<file path="src/rtl/genesis_pad_reader_pkg.sv">
// Shared constants and helpers for the Genesis pad reader: phase map, Saidas
// bit layout, pin positions and the per-pad shadow record.
package genesis_pad_reader_pkg;

  typedef enum logic [1:0] {
    IDLE,
    FASE,
    PUBLICA
  } estado_t;

  localparam int NUM_FASES = 8;

  localparam logic [2:0] FASE_INICIAL  = 3'd0;
  localparam logic [2:0] FASE_A_START  = 3'd1;
  localparam logic [2:0] FASE_DPAD     = 3'd2;
  localparam logic [2:0] FASE_B_C      = 3'd4;
  localparam logic [2:0] FASE_ID6      = 3'd5;
  localparam logic [2:0] FASE_XYZ      = 3'd6;
  localparam logic [2:0] FASE_ULTIMA   = 3'd7;

  // Bit k set means phase k drives Select low.
  localparam logic [NUM_FASES-1:0] FASES_SELECT_BAIXO = 8'b1010_1010;

  localparam int BIT_MODE  = 11;
  localparam int BIT_START = 10;
  localparam int BIT_Z     = 9;
  localparam int BIT_Y     = 8;
  localparam int BIT_X     = 7;
  localparam int BIT_C     = 6;
  localparam int BIT_B     = 5;
  localparam int BIT_A     = 4;
  localparam int BIT_RIGHT = 3;
  localparam int BIT_LEFT  = 2;
  localparam int BIT_DOWN  = 1;
  localparam int BIT_UP    = 0;

  localparam int PINO1 = 0;
  localparam int PINO2 = 1;
  localparam int PINO3 = 2;
  localparam int PINO4 = 3;
  localparam int PINO6 = 4;
  localparam int PINO9 = 5;

  typedef struct packed {
    logic presente;
    logic seis;
    logic mode;
    logic start;
    logic z;
    logic y;
    logic x;
    logic c;
    logic b;
    logic a;
    logic right;
    logic left;
    logic down;
    logic up;
  } sombra_t;

  function automatic logic select_da_fase(input logic [2:0] fase);
    return !FASES_SELECT_BAIXO[fase];
  endfunction

  // Fold one phase's pin snapshot (active-low) into the shadow record.
  function automatic sombra_t amostra(input sombra_t s, input logic [2:0] fase,
                                      input logic [5:0] p);
    sombra_t r;
    r = s;
    unique case (fase)
      FASE_A_START: begin
        r.a        = !p[PINO6];
        r.start    = !p[PINO9];
        r.presente = !p[PINO3] && !p[PINO4];
      end
      FASE_DPAD: begin
        r.up    = !p[PINO1];
        r.down  = !p[PINO2];
        r.left  = !p[PINO3];
        r.right = !p[PINO4];
      end
      FASE_B_C: begin
        r.b = !p[PINO6];
        r.c = !p[PINO9];
      end
      FASE_ID6: r.seis = (p[PINO4:PINO1] == 4'b0000);
      FASE_XYZ: begin
        r.z    = !p[PINO1];
        r.y    = !p[PINO2];
        r.x    = !p[PINO3];
        r.mode = !p[PINO4];
      end
      default: r = s;
    endcase
    return r;
  endfunction

  // Absent pads publish nothing; three-button pads never report X/Y/Z/Mode.
  function automatic logic [11:0] publica(input sombra_t s);
    logic [11:0] w;
    // NOTE: start from an all-zero default so every bit has a value on every
    // path; in combinational code this is what keeps a latch from appearing.
    w = '0;
    if (s.presente) begin
      w[BIT_UP]    = s.up;
      w[BIT_DOWN]  = s.down;
      w[BIT_LEFT]  = s.left;
      w[BIT_RIGHT] = s.right;
      w[BIT_A]     = s.a;
      w[BIT_B]     = s.b;
      w[BIT_C]     = s.c;
      w[BIT_START] = s.start;
      if (s.seis) begin
        w[BIT_X]    = s.x;
        w[BIT_Y]    = s.y;
        w[BIT_Z]    = s.z;
        w[BIT_MODE] = s.mode;
      end
    end
    return w;
  endfunction

endpackage

</file>
<file path="src/rtl/detector_borda_sinc.sv">
// Two-flop synchroniser for an asynchronous input followed by a falling-edge
// detector; borda is a one-cycle pulse.
module detector_borda_sinc (
  input  logic Clock50,
  input  logic Reset,
  input  logic entrada,
  output logic borda
);

  // sinc[1:0] is the synchroniser, sinc[2] holds the previous synchronised value.
  logic [2:0] sinc;

  always_ff @(posedge Clock50) begin
    if (Reset) begin
      sinc <= '0;
    end else begin
      // NOTE: non-blocking assignment so each flop takes the value its
      // neighbour had before this edge; blocking would collapse the chain.
      sinc <= {sinc[1:0], entrada};
    end
  end

  assign borda = sinc[2] & ~sinc[1];

endmodule

</file>
<file path="src/rtl/genesis_pad_reader.sv">
// Reads up to four Sega Genesis pads sharing one Select line: eight Select
// phases per frame, sampled into shadows, published atomically with Valido.
module genesis_pad_reader
  import genesis_pad_reader_pkg::*;
#(
  parameter int NUM_PADS     = 2,
  parameter int PHASE_CYCLES = 1000
) (
  input  logic                  Clock50,
  input  logic                  Reset,
  input  logic                  v_sync,
  input  logic                  Disparo,
  input  logic [6*NUM_PADS-1:0] Pinos,
  output logic                  Select,
  output logic [12*NUM_PADS-1:0] Saidas,
  output logic [NUM_PADS-1:0]   Tipo6,
  output logic [NUM_PADS-1:0]   Conectado,
  output logic                  Valido,
  output logic                  Ocupado
);

  localparam int CW = $clog2(PHASE_CYCLES);
  localparam logic [CW-1:0] CNT_ULTIMO = CW'(PHASE_CYCLES - 1);

  estado_t       estado;
  logic [2:0]    fase;
  logic [CW-1:0] cnt;
  sombra_t       sombra [NUM_PADS];
  logic          borda_vsync;
  logic          gatilho;

  detector_borda_sinc u_detector (
    .Clock50 (Clock50),
    .Reset   (Reset),
    .entrada (v_sync),
    .borda   (borda_vsync)
  );

  // Either source starts a frame; simultaneous requests merge into one.
  assign gatilho = borda_vsync | Disparo;

  always_ff @(posedge Clock50) begin
    if (Reset) begin
      estado    <= IDLE;
      fase      <= FASE_INICIAL;
      cnt       <= '0;
      Select    <= 1'b1;
      Ocupado   <= 1'b0;
      Valido    <= 1'b0;
      Saidas    <= '0;
      Tipo6     <= '0;
      Conectado <= '0;
      // NOTE: the shadow array is a handful of flops rather than a RAM, so it
      // can be reset; doing so keeps a post-reset frame free of stale buttons.
      for (int p = 0; p < NUM_PADS; p++) sombra[p] <= '0;
    end else begin
      Valido <= 1'b0;
      unique case (estado)
        IDLE: begin
          if (gatilho) begin
            estado  <= FASE;
            fase    <= FASE_INICIAL;
            cnt     <= '0;
            Select  <= select_da_fase(FASE_INICIAL);
            Ocupado <= 1'b1;
          end
        end

        FASE: begin
          if (cnt == CNT_ULTIMO) begin
            cnt <= '0;
            for (int p = 0; p < NUM_PADS; p++)
              sombra[p] <= amostra(sombra[p], fase, Pinos[6*p +: 6]);
            if (fase == FASE_ULTIMA) begin
              // Phase 7 samples nothing, so the shadows are already final here.
              estado <= PUBLICA;
              Select <= 1'b1;
              Valido <= 1'b1;
              for (int p = 0; p < NUM_PADS; p++) begin
                Saidas[12*p +: 12] <= publica(sombra[p]);
                Tipo6[p]           <= sombra[p].presente & sombra[p].seis;
                Conectado[p]       <= sombra[p].presente;
              end
            end else begin
              fase   <= fase + 3'd1;
              Select <= select_da_fase(fase + 3'd1);
            end
          end else begin
            cnt <= cnt + 1'b1;
          end
        end

        PUBLICA: begin
          estado  <= IDLE;
          Ocupado <= 1'b0;
        end

        default: begin
          estado  <= IDLE;
          Select  <= 1'b1;
          Ocupado <= 1'b0;
        end
      endcase
    end
  end

endmodule
</file>
<file path="config.mk">
export PLATFORM = sky130hd
export DESIGN_NAME = genesis_pad_reader
export DESIGN_NICKNAME = d
export VERILOG_FILES = /design/src/rtl/genesis_pad_reader_pkg.sv /design/src/rtl/detector_borda_sinc.sv /design/src/rtl/genesis_pad_reader.sv
export SDC_FILE = /design/constraint.sdc
export NUM_CORES = 1
export LEC_CHECK = 0
export BUFFER_PORTS_ARGS = -buffer_cell sky130_fd_sc_hd__buf_2
export CAP_MARGIN = 25
export CORE_MARGIN = 3
export CORE_UTILIZATION = 55
export CTS_CLUSTER_SIZE = 16
export DETAILED_ROUTE_END_ITERATION = 6
export HOLD_SLACK_MARGIN = 0.12
export PLACE_DENSITY_LB_ADDON = 0.3
export SYNTH_ARGS = -nofsm -noshare
export SYNTH_HDL_FRONTEND = slang
export SYNTH_SLANG_ARGS = --single-unit
</file>
<file path="constraint.sdc">
create_clock -name Clock50 -period 2.38 [get_ports Clock50]
set_input_delay 0.476 -clock Clock50 [delete_from_list [all_inputs] [get_ports Clock50]]
set_output_delay 0.476 -clock Clock50 [all_outputs]
set_load 0.05 [all_outputs]
</file>
; ---- After elaboration in Yosys (flattened, before gate mapping)
; Memories as Yosys holds them, arrays and structs flattened.
; Index checks and enable logic that the tools add are counted.
[word_totals]
mem_count = 2
rom_bits = 8
output_inout_bits = 31
mem_bits_rw = 28
ff_bits = 49
[op_classes]
magnitude_cmp = 1
add_sub_neg = 2
n_eq_ne = 13
reduce_logical = 26
muxes = 96
bitwise = 10
[memory_table]
columns = name, words, word_bits, rd, rd_ports_with_merged_regs, wr, line
row1 = sombra, 2, 14, 2, 0, 2, genesis_pad_reader.sv:28  ; sombra_t sombra [NUM_PADS];
row2 = (no name shown), 8, 1, 1, 0, 0, genesis_pad_reader_pkg.sv:62  ; return !FASES_SELECT_BAIXO[fase];
[op_table]
columns = op, count
row1 = 1-bit two-way mux, 53
row2 = 3-bit two-way mux, 13
row3 = 4-bit two-way mux, 8
row4 = 14-bit two-way mux, 2
row5 = 12-bit two-way mux, 2
row6 = 2-bit two-way mux, 11
row7 = 10-bit two-way mux, 2
row8 = 10-bit case mux with 2 select lines, 1
row9 = 1-bit logical NOT, 13
row10 = 3-bit equality test (second input constant), 4
row11 = 10-bit by 1-bit adder with 10-bit output (second input constant), 1
row12 = 10-bit equality test (second input constant), 1
row13 = 3-bit AND reduction, 3
row14 = 4-bit logical NOT, 2
row15 = 2-bit != test (second input constant), 4
row16 = 3-bit case mux with 2 select lines, 1
row17 = 3-bit by 4-bit < comparator with 1-bit output (second input constant), 1
row18 = 1-bit inverter, 4
row19 = 2-bit case mux with 2 select lines, 1
row20 = 2-bit AND reduction, 2
row21 = 4-bit AND reduction, 1
row22 = 3-bit by 1-bit adder with 3-bit output (second input constant), 1
row23 = 1-bit bitwise AND, 3
row24 = 3-bit by 1-bit equality test with 1-bit output (second input constant), 1
row25 = other kinds (10), 13

; ---- Longest topological paths before layout
[depth]
ltp_word = 7
mapped_depth = 7

; ---- By module
; From an unflattened synthesis, not the netlist that was laid out.
[unflattened]
hier_cells = 289
area_unflattened_um2 = 3025.4
[by_module_without_submodules]
columns = mod, cells_per_inst, area_each_um2, n_inst
row1 = genesis_pad_reader, 282, 2937.8, 1
row2 = detector_borda_sinc, 7, 87.6, 1

; ---- Worst setup path after synthesis
; Ideal clock, no wire load.
[synth_timing]
kind = register to register
startpoint = register cnt[0]
endpoint = memory sombra[0][0] (netlist name) (enable)
synth_period_minus_slack_ps = 1789
path_stages_with_launch = 7
t_arrival_ps = 1463
setup_ps = 326
n_path_buf = 1
setup_slack_ps = 591
cell_sequence = dfxtp_1 -> ha_1 -> and4bb_1 -> nand4_1 -> buf_2 -> nor2_1 -> a21o_1
[synth_lines]
columns = element, line
row1 = "start, declared", genesis_pad_reader.sv:27  ; logic [CW-1:0] cnt;
row2 = "start signal, assigned", genesis_pad_reader.sv:89  ; cnt <= cnt + 1'b1;
row3 = "end, declared", genesis_pad_reader.sv:28

==> run summary <==
Fin area: 3590 sq um
Total power: 2.44 mW
Pre-CTS setup slack: 0.349 ns
Post-CTS Repair Setup Buffers: 0
P_leak: 1.38 nW
Standard-cell rows: 26
Sw Ratio: 23.7%
1st-iter DRT viols: 270
Switching power: 578 uW
Number of flops mapped to enable cells by yosys: 28
Ranking of synthesized cells by area: dfxtp_1, edfxtp_1, a21oi_1
Yosys Warn Count: 0
Setup violations, final: 0
Max_slew headroom: 52.2%
Min Clock Period, post-route: 2.04 ns
DRT Pass-1 Iters: 4
Mean area per synthesized cell: 10.5 sq um
# placed instances: 401
Port Buf Inserts: 46
Vias per cell: 5.99
Post-Place Cell Area: 3400 sq um
Pwr/cell area: 680 nW/um^2
Count of different cell masters after synthesis: 47
Vias in the first global route: 2355
Post-route DRC: 0
Yosys reg bits: 77
Clock Sinks: 77
Largest net degree at the start of global routing: 29
VDD IR max: 0.536 mV
Clock network fraction of design power: 38.3%
Worst setup EP type: register
# H-tree levels: 3
CTS root buf: clkbuf_8
Clk buf depth: 2
Peak Freq: 489 MHz
Drt total wl: 7210 um
RD Place Congestion: 0.849
Die X: 81.3 um
Register share of total power: 57.7%
Share of the synthesized area in the top cell type: 31.4%
Finished Core Util: 67.8%
Critical path's top delay family: simple AND/OR/NAND/NOR gates
Worst-Margin Slew: 0.713 ns
Synthesized area: 3120 sq um
Ys async rst share: 0%
Initial Utilization: 58.9%
Core footprint: 5300 sq um
Initial antenna violation count: 0
Vias: 2499
CTS clk-pin slew, worst paths: 0.08 ns
CP max stage delay: 0.43 ns
Die Span Y: 81.3 um
Hold bufs inserted after CTS: 0
Post-CTS Resized: 0
Post-DRT Antenna Nets: 0
Dpl hpwl: 4960 um
Net Count, Synth: 319
Wire length per cell: 17.3 um
Layout cells sized above 1: 23.1%
Fin cells: 417
CP required: 2.57 ns
TNS Setup: 0 ns
Crit start category: register
Sequential fraction of the synthesis area: 58.4%
First-pass GRT wire length: 11700 um
Ant diodes: 0
CP bufs+invs: 1
Unrepaired setup endpoints after global routing: no
Max-Cap Viols: 0
Data arrival, critical path: 2.23 ns
Hold Fails Final Rpt: 0
Critical path fanouts, max: 14
Layout area overhead: 15.2%
Yosys top cell by area: dfxtp_1
Slowest-stage cell, CP: dfxtp_1
Clock skew: 0.00971 ns
Tot GR Track Use: 23.9%
Cell count after synthesis: 297
Final setup margin: 0.335 ns
Max Slew Vio Count: 0
Synth Flop Type: dfxtp_1
Final Cycle Share: 85.9%
Worst Hold Class: in -> reg
Internal: 1.87 mW
Crit path kind: reg -> reg
Worst path cell trace: ha_1 > nor2b_1 > and4_1 > buf_4 > nand2_1 > nor2_1
Worst hold slack: 0.362 ns
Num ports: 47
Fin nets: 364
Full die area: 6620 sq um
Clock Latency Late Sink: 0.36 ns
CTS tree: yes
Total global routing overflow: 0
TritonCTS Buffers: 9
Status: finished clean
Logic pwr share: 4.0%
-- flip-flops by register name (all words and copies together), names as in the netlist --
register,count
estado,2
Tipo6,2
sombra,28
Select,1
cnt,10
Saidas,24
Ocupado,1
Valido,1
Conectado,2
fase,3
u_detector.sinc,3
-- final cells by class --
type	count	area, sq um
clock buffers	10	149
clock inverters	6	42.5
fillers	414	1710
inverters	8	30.0
multi-input cells	190	1160
flip-flops and latches	77	1820
well taps	70	87.6
repair buffers	56	305
-- power by group through the flow --
stage	clock network (mW)	logic, mW	registers, mW
after floorplan	0	0.0521	1.44
after global placement	0	0.0955	1.44
after detailed placement	0	0.0949	1.44
after CTS	0.959	0.0959	1.41
after global routing	1.01	0.106	1.41
final	0.937	0.0967	1.41
-- layout by cell type, fill, tap and decap left out, types with 6 or more instances in the layout --
cell / netlist / routed
nand2_1: 8 / 8
dfxtp_1: 49 / 49
clkbuf_8: 0 / 9
buf_4: 0 / 10
edfxtp_1: 28 / 28
nor2_1: 18 / 18
inv_1: 7 / 7
nand3_1: 12 / 12
o21ai_0: 29 / 29
buf_2: 5 / 46
ha_1: 6 / 6
nand4_1: 27 / 27
a21oi_1: 35 / 35
-- worst reg2reg max path, stage by stage, from the launching register on --
cell     delay, ns
dfxtp_1       0.43
ha_1          0.26
nor2b_1       0.14
and4_1        0.26
buf_4         0.22
nand2_1       0.31
nor2_1        0.27
-- kinds of logic after synthesis --
family,Yosys count,share of synthesized area (%)
flops,77,58.4
mux,1,0.321
fa+ha+maj,6,2.40
xor+xnor,1,0.281
simple gates,96,18.1
buf+inv,30,4.53
compound gates,86,16.0
-- path summary, 6_finish.rpt --
kind              depth (start not counted)               start                  to  slack (ns)
hold reg to reg                           1  u_detector.sinc[0]  u_detector.sinc[1]        0.45
setup reg to reg                          6              cnt[0]        sombra[0][8]        0.34
hold / removal                            2              v_sync  u_detector.sinc[0]        0.36
setup / recovery                          6              cnt[0]        sombra[0][8]        0.34
-- routing by layer --
layer	global-route usage, %	vias up	routed length, um
li1	-	1205	-
met1	32.1	1193	3150
met2	36.6	93	3380
met3	5.88	8	568
met4	10.5	0	112
met5	0	-	0
-- cell usage after synthesis (2+ instances only) --
| cell | n |
|---|---|
| and2_1 | 2 |
| dfxtp_1 | 49 |
| a21oi_1 | 35 |
| o311ai_1 | 2 |
| nand3_1 | 12 |
| buf_2 | 5 |
| nand2_1 | 8 |
| nor2b_1 | 5 |
| or4_1 | 2 |
| inv_1 | 7 |
| o21ai_0 | 29 |
| nor2_1 | 18 |
| nor3_1 | 3 |
| nor3_2 | 2 |
| a211oi_1 | 2 |
| a21o_1 | 2 |
| nand4_1 | 27 |
| and4bb_1 | 2 |
| clkbuf_1 | 13 |
| edfxtp_1 | 28 |
| a32o_1 | 2 |
| buf_6 | 3 |
| o31ai_1 | 2 |
| or4_4 | 2 |
| o21ai_1 | 4 |
| or3_1 | 5 |
| ha_1 | 6 |
(Power assumes the default switching activity.)
